$ cat config.mk
export PLATFORM = sky130hd
export DESIGN_NAME = anubis_job_ctrl
export DESIGN_NICKNAME = d
export VERILOG_FILES = /design/src/rtl/anubis_ctrl_pkg.sv /design/src/rtl/anubis_end_edge.sv /design/src/rtl/anubis_job_ctrl.sv
export SDC_FILE = /design/constraint.sdc
export NUM_CORES = 1
export LEC_CHECK = 0
export CORE_AREA = 2 2 304 306
export DETAILED_ROUTE_END_ITERATION = 6
export DIE_AREA = 0 0 306 308
export GPL_TIMING_DRIVEN = 0
export HOLD_SLACK_MARGIN = 0.08
export PLACE_DENSITY = 0.44
export SLEW_MARGIN = 0
export SYNTH_ARGS = -nofsm -noshare
export SYNTH_HDL_FRONTEND = slang
export SYNTH_SLANG_ARGS = --single-unit
$ cat constraint.sdc
create_clock -name clk -period 2.35 [get_ports clk]
set_input_delay 0.47 -clock clk [delete_from_list [all_inputs] [get_ports clk]]
set_output_delay 0.47 -clock clk [all_outputs]
set_load 0.1 [all_outputs]
$ cat src/rtl/anubis_ctrl_pkg.sv
// Shared definitions for the anubis job controller.
//   - Block and key widths of the anubis core interface.
//   - FSM state encodings, kept as plain 2-bit localparams so the encoding
//     stays fixed and visible in waveforms and any legacy tooling.
package anubis_ctrl_pkg;

  localparam int ANUBIS_BLK_W = 128;
  localparam int ANUBIS_KEY_W = 128;

  typedef logic [1:0] ctrl_state_t;

  localparam logic [1:0] ST_IDLE  = 2'd0;
  localparam logic [1:0] ST_START = 2'd1;
  localparam logic [1:0] ST_RUN   = 2'd2;
  localparam logic [1:0] ST_DONE  = 2'd3;

endpackage

$ cat src/rtl/anubis_end_edge.sv
// Registered rising-edge detector for the core end flag.
// Ports:
//   clk   in  system clock
//   rst_n in  asynchronous active-low reset
//   clr   in  synchronous clear of the stored previous sample
//   d     in  level input (core end flag)
//   rise  out d high now and low (or cleared) on the previous cycle
module anubis_end_edge (
  input  logic clk,
  input  logic rst_n,
  input  logic clr,
  input  logic d,
  output logic rise
);

  logic prev;

  always_ff @(posedge clk or negedge rst_n) begin
    if (!rst_n) begin
      prev <= 1'b0;
    end else if (clr) begin
      prev <= 1'b0;
    end else begin
      prev <= d;
    end
  end

  assign rise = d & ~prev;

endmodule

$ cat src/rtl/anubis_job_ctrl.sv
// Job sequencer in front of a single anubis core. Accepts one
// {key, block, encrypt} job, restarts the core with a reset pulse, waits for
// a fresh rising edge of the core end flag and returns the cipher text on a
// valid/ready result port.
//
// Build option: define ANUBIS_CTRL_WATCHDOG_EN to add a RUN-state watchdog
// that aborts a job after TIMEOUT_CYCLES with out_err=1 and out_data=0.
//
// Ports:
//   clk, reset                    clock, async active-low reset
//   in_valid/in_ready             job handshake
//   in_encrypt, in_key, in_data   job operands
//   core_reset                    active-high core restart / hold
//   core_encrypt/key/plain        latched operands to the core
//   core_cipher, core_end         core result and end flag
//   out_valid/out_ready           result handshake
//   out_data, out_err             result block, watchdog abort flag
//
// state | meaning
// IDLE  | core held in reset, waiting for a job
// START | core held in reset for START_CYCLES after accept
// RUN   | core released, waiting for a fresh end_flag rising edge
// DONE  | result presented, core held in reset until consumed
module anubis_job_ctrl
  import anubis_ctrl_pkg::*;
#(
  parameter int START_CYCLES   = 2,
  parameter int TIMEOUT_CYCLES = 64,
  parameter int CNT_W          = 8
) (
  input  logic                    clk,
  input  logic                    reset,
  input  logic                    in_valid,
  output logic                    in_ready,
  input  logic                    in_encrypt,
  input  logic [ANUBIS_KEY_W-1:0] in_key,
  input  logic [ANUBIS_BLK_W-1:0] in_data,
  output logic                    core_reset,
  output logic                    core_encrypt,
  output logic [ANUBIS_KEY_W-1:0] core_key,
  output logic [ANUBIS_BLK_W-1:0] core_plain,
  input  logic [ANUBIS_BLK_W-1:0] core_cipher,
  input  logic                    core_end,
  output logic                    out_valid,
  input  logic                    out_ready,
  output logic [ANUBIS_BLK_W-1:0] out_data,
  output logic                    out_err
);

  if (START_CYCLES < 1 || START_CYCLES > 2**CNT_W || TIMEOUT_CYCLES < 1 ||
      TIMEOUT_CYCLES > 2**CNT_W) begin : g_bad_param
    $error("anubis_job_ctrl: counter parameters out of range");
  end

  localparam logic [CNT_W-1:0] START_LOAD = CNT_W'(START_CYCLES - 1);

  ctrl_state_t      state;
  logic [CNT_W-1:0] cnt;
  logic             end_rise;
  logic             end_clr;

  // The previous end sample is cleared while idle/done so nothing from an
  // older job survives, but it tracks core_end through START. A flag that is
  // already high when RUN begins therefore does not count as an edge.
  assign end_clr = (state == ST_IDLE) || (state == ST_DONE);

  anubis_end_edge u_end_edge (
    .clk   (clk),
    .rst_n (reset),
    .clr   (end_clr),
    .d     (core_end),
    .rise  (end_rise)
  );

  assign in_ready   = (state == ST_IDLE);
  assign out_valid  = (state == ST_DONE);
  assign core_reset = (state != ST_RUN);

`ifdef ANUBIS_CTRL_WATCHDOG_EN
  localparam logic [CNT_W-1:0] TIMEOUT_LOAD = CNT_W'(TIMEOUT_CYCLES - 1);
  logic err_q;
  assign out_err = err_q;
`else
  assign out_err = 1'b0;
`endif

  always_ff @(posedge clk or negedge reset) begin
    if (!reset) begin
      state        <= ST_IDLE;
      cnt          <= '0;
      core_encrypt <= 1'b1;
      core_key     <= '0;
      core_plain   <= '0;
      out_data     <= '0;
`ifdef ANUBIS_CTRL_WATCHDOG_EN
      err_q        <= 1'b0;
`endif
    end else begin
      case (state)
        ST_IDLE: begin
          if (in_valid) begin
            core_encrypt <= in_encrypt;
            core_key     <= in_key;
            core_plain   <= in_data;
            cnt          <= START_LOAD;
            state        <= ST_START;
          end
        end
        ST_START: begin
          if (cnt == '0) begin
            state <= ST_RUN;
`ifdef ANUBIS_CTRL_WATCHDOG_EN
            cnt   <= TIMEOUT_LOAD;
`endif
          end else begin
            cnt <= cnt - 1'b1;
          end
        end
        ST_RUN: begin
          if (end_rise) begin
            out_data <= core_cipher;
            state    <= ST_DONE;
          end
`ifdef ANUBIS_CTRL_WATCHDOG_EN
          else if (cnt == '0) begin
            out_data <= '0;
            err_q    <= 1'b1;
            state    <= ST_DONE;
          end else begin
            cnt <= cnt - 1'b1;
          end
`endif
        end
        ST_DONE: begin
          if (out_ready) begin
            state <= ST_IDLE;
`ifdef ANUBIS_CTRL_WATCHDOG_EN
            err_q <= 1'b0;
`endif
          end
        end
        default: state <= ST_IDLE;
      endcase
    end
  end

endmodule

==> impl_metrics.csv <==
group,metric,value,unit
yosys,seq_area_frac_synth,66.62,%
cts,cts_sinks,396,
sta,tightest_slew,1.053,ns
yosys,synth-compound-area-share,0.8159,%
run_status,status,"completed",
global_route,grt_max_degree,115,
yosys,ys_ff_latch,396,
cts,post_cts_buffers,0,
cts,cts_tree,"built",
yosys,synthDistinctLibCells,34,
routing,drtPass1Iterations,4,
cells_and_area,drive_above_1_share,32.74,%
die,start_util,16.35,%
global_route,grt_first_pass_wirelength,83510,um
sta,whs,0.4587,ns
sta,drv_slew,0,
yosys,muxShareOfSynthArea,29.42,%
critical_path,critPathRequiredTime,1.88,ns
die,coreArea,0.09097,mm^2
routing,drtAntennaViolNets,0,
critical_path,start_kind,"flop",
placement,dp.cells,2857,
min_path,hold_path_class,"in -> async",
cells_and_area,fillers,9340,
yosys,syn_inst,891,
sta,post-route-min-period,2.291,ns
routing,dr.first_iter.drc_count,349,
critical_path,slowest_delay,0.88,ns
yosys,synthSimpleGateAreaFrac,1.026,%
cts,ctsHtreeMaxLevel,2,
sta,hold_violations,0,
yosys,synth_fp_nets,1288,
sta,setup_violations,0,
critical_path,worstSetupPathType,"reg -> out",
sta,fmax,436.5,MHz
cts,insertion_delay,0.58,ns
global_route,grt_pass1_vias,11770,
cells_and_area,fin_cells,2949,
die,fp.dieW,306,um
die,num_rows,111,
yosys,synth_xor_area_share,0,%
critical_path,cpLargestDelayFamily,"buffers and inverters",
cts,clockBufferDepth,3,
routing,vias,10750,
routing,route.detailed.drc,0,
routing,routed_via_density,3.645,
global_route,grt_remaining_overflow,0,
yosys,synth_top_family_by_area,"multiplexers",
global_route,grt_use_total,12.08,%
job,cap_violations,0,
cells_and_area,area_growth,72.32,%
critical_path,cp_cell_sequence,"dlygate4sd2_1",
cts,numCtsBuffers,47,
yosys,synthAdderAreaFrac,0.5888,%
die,io_pins,779,
cts,path_clk_slew,0.06,ns
die,die_area,0.09425,mm^2
critical_path,critPathMaxFanout,2,
yosys,yosysWarnings,0,
critical_path,cp.arrival,1.82,ns
cells_and_area,nNetsFinal,2116,
placement,gp_congestion,0.8102,
critical_path,cpMaxStageDelayCell,"dlygate4sd2_1",
global_route,antenna_found_initial,8,
sta,fin_tns_setup,0,ns
yosys,avgSynthCellArea,16.70,um^2
placement,portBuffers,777,
routing,drt_wl_total,58800,um
routing,wire_per_inst,19.94,um
sta,finalCritPeriodShare,97.48,%
yosys,netlist_area,0.01488,mm^2
critical_path,endpoint_kind,"primary output",
sta,fin_worst_skew,0.008811,ns
critical_path,critPathBufInv,1,
placement,dpl.hpwl,46330,um
cts,cts_root_buf,"clkbuf_16",
die,die_h,308,um
sta,relSlewSlack,30.06,%
what timing repair did:
action / in CTS / in global routing
endpoints found under the hold margin: 79 / 0
gates resized for setup: 592 / 72
hold buffers: 1 / 0
pin swaps: 0 / 0
setup endpoints to repair: 753 / 165
Yosys cell counts (all sizes together):
master / number / area share [%]
nand3: 3 / 0.10
conb: 1 / 0.025
buf: 23 / 0.74
nand2b: 3 / 0.13
dfrtp: 395 / 66
o31ai: 1 / 0.050
mux2: 386 / 29
or4b: 1 / 0.067
o22ai: 2 / 0.084
mux2i: 3 / 0.20
and2: 1 / 0.042
a2111oi: 1 / 0.059
or4: 1 / 0.050
and3: 1 / 0.042
o21ai: 5 / 0.17
o41ai: 1 / 0.059
nor2b: 2 / 0.084
a311o: 1 / 0.067
ha: 7 / 0.59
a22o: 1 / 0.059
nand2: 5 / 0.13
or2: 2 / 0.084
clkbuf: 21 / 0.53
nand4: 1 / 0.042
nor2: 2 / 0.050
inv: 9 / 0.23
dfstp: 1 / 0.18
or3: 2 / 0.084
a21oi: 6 / 0.20
a221o: 1 / 0.067
nor4: 2 / 0.13
per-stage QoR:
step / area, um^2 / setup WS, ns / util, %
global route: 25630 / -0.005351 / 28.17
floorplan: 14880 / -0.03903 / -
finish: 25630 / 0.05914 / 28.18
CTS: 25620 / 0.0001132 / 28.17
global placement: 24150 / -17.73 / 26.54
detailed placement: 24230 / -1.205 / 26.64
flip-flops by register name, indices dropped and copies added (netlist names):
register / flops
cnt: 8
core_encrypt: 1
core_key: 128
core_plain: 128
out_data: 128
state: 2
u_end_edge.prev: 1
worst paths after layout:
check / start / to / slack, ns / cells after the start
hold / removal: reset / out_data[17] / 0.46 / 2
min in group clk: core_cipher[11] / out_data[11] / 0.50 / 2
hold reg to reg: core_key[102] / core_key[102] / 0.50 / 1
setup reg to reg: state[0] / cnt[6] / 0.12 / 6
max in group asynchronous: reset / core_plain[100] / 0.32 / 4
setup / recovery: out_data[14] / out_data[14] / 0.06 / 1
logic make-up after synthesis:
| family | count (synthesis) |
|---|---|
| AOI/OAI and AO/OA | 19 |
| adders and majority gates | 7 |
| buffers and inverters | 53 |
| DFF | 396 |
| muxes | 389 |
| other | 1 |
| and+or+nand+nor | 26 |
cells in the final DEF, fill, tap and decap left out, types with 7 or more instances in the layout:
cell type	n
clkbuf_8	11
clkdlybuf4s50_1	388
dfrtp_1	395
dlygate4sd2_1	219
clkdlybuf4s15_2	49
diode_2	7
clkinv_2	8
buf_2	15
mux2_2	386
clkbuf_2	31
clkdlybuf4s15_1	104
clkbuf_1	11
clkbuf_16	49
inv_1	8
layout make-up:
type	instances	area [um^2]	share of cell area, %
sequential	396	9911	38.66
timing repair buffer	781	7587	29.60
multi-input combinational	442	4756	18.55
tap	1186	1484	5.789
clock buffer	71	1419	5.535
buffer	42	216.5	0.8444
clock inverter	15	205.2	0.8005
inverter	9	37.54	0.1464
antenna	7	17.52	0.06834
layer usage:
| metal | share of wire, % | vias to the layer above | global-route usage (%) |
|---|---|---|---|
| met4 | 2.7 | 0 | 4.067 |
| met5 | 0 | - | 0 |
| met2 | 52 | 378 | 21.54 |
| li1 | - | 4814 | - |
| met3 | 8.2 | 81 | 4.418 |
| met1 | 37 | 5477 | 13.19 |
Power is left out: the tool's default activity adds up to more than one toggle a clock period on the data nets, which glitch-free logic cannot reach.
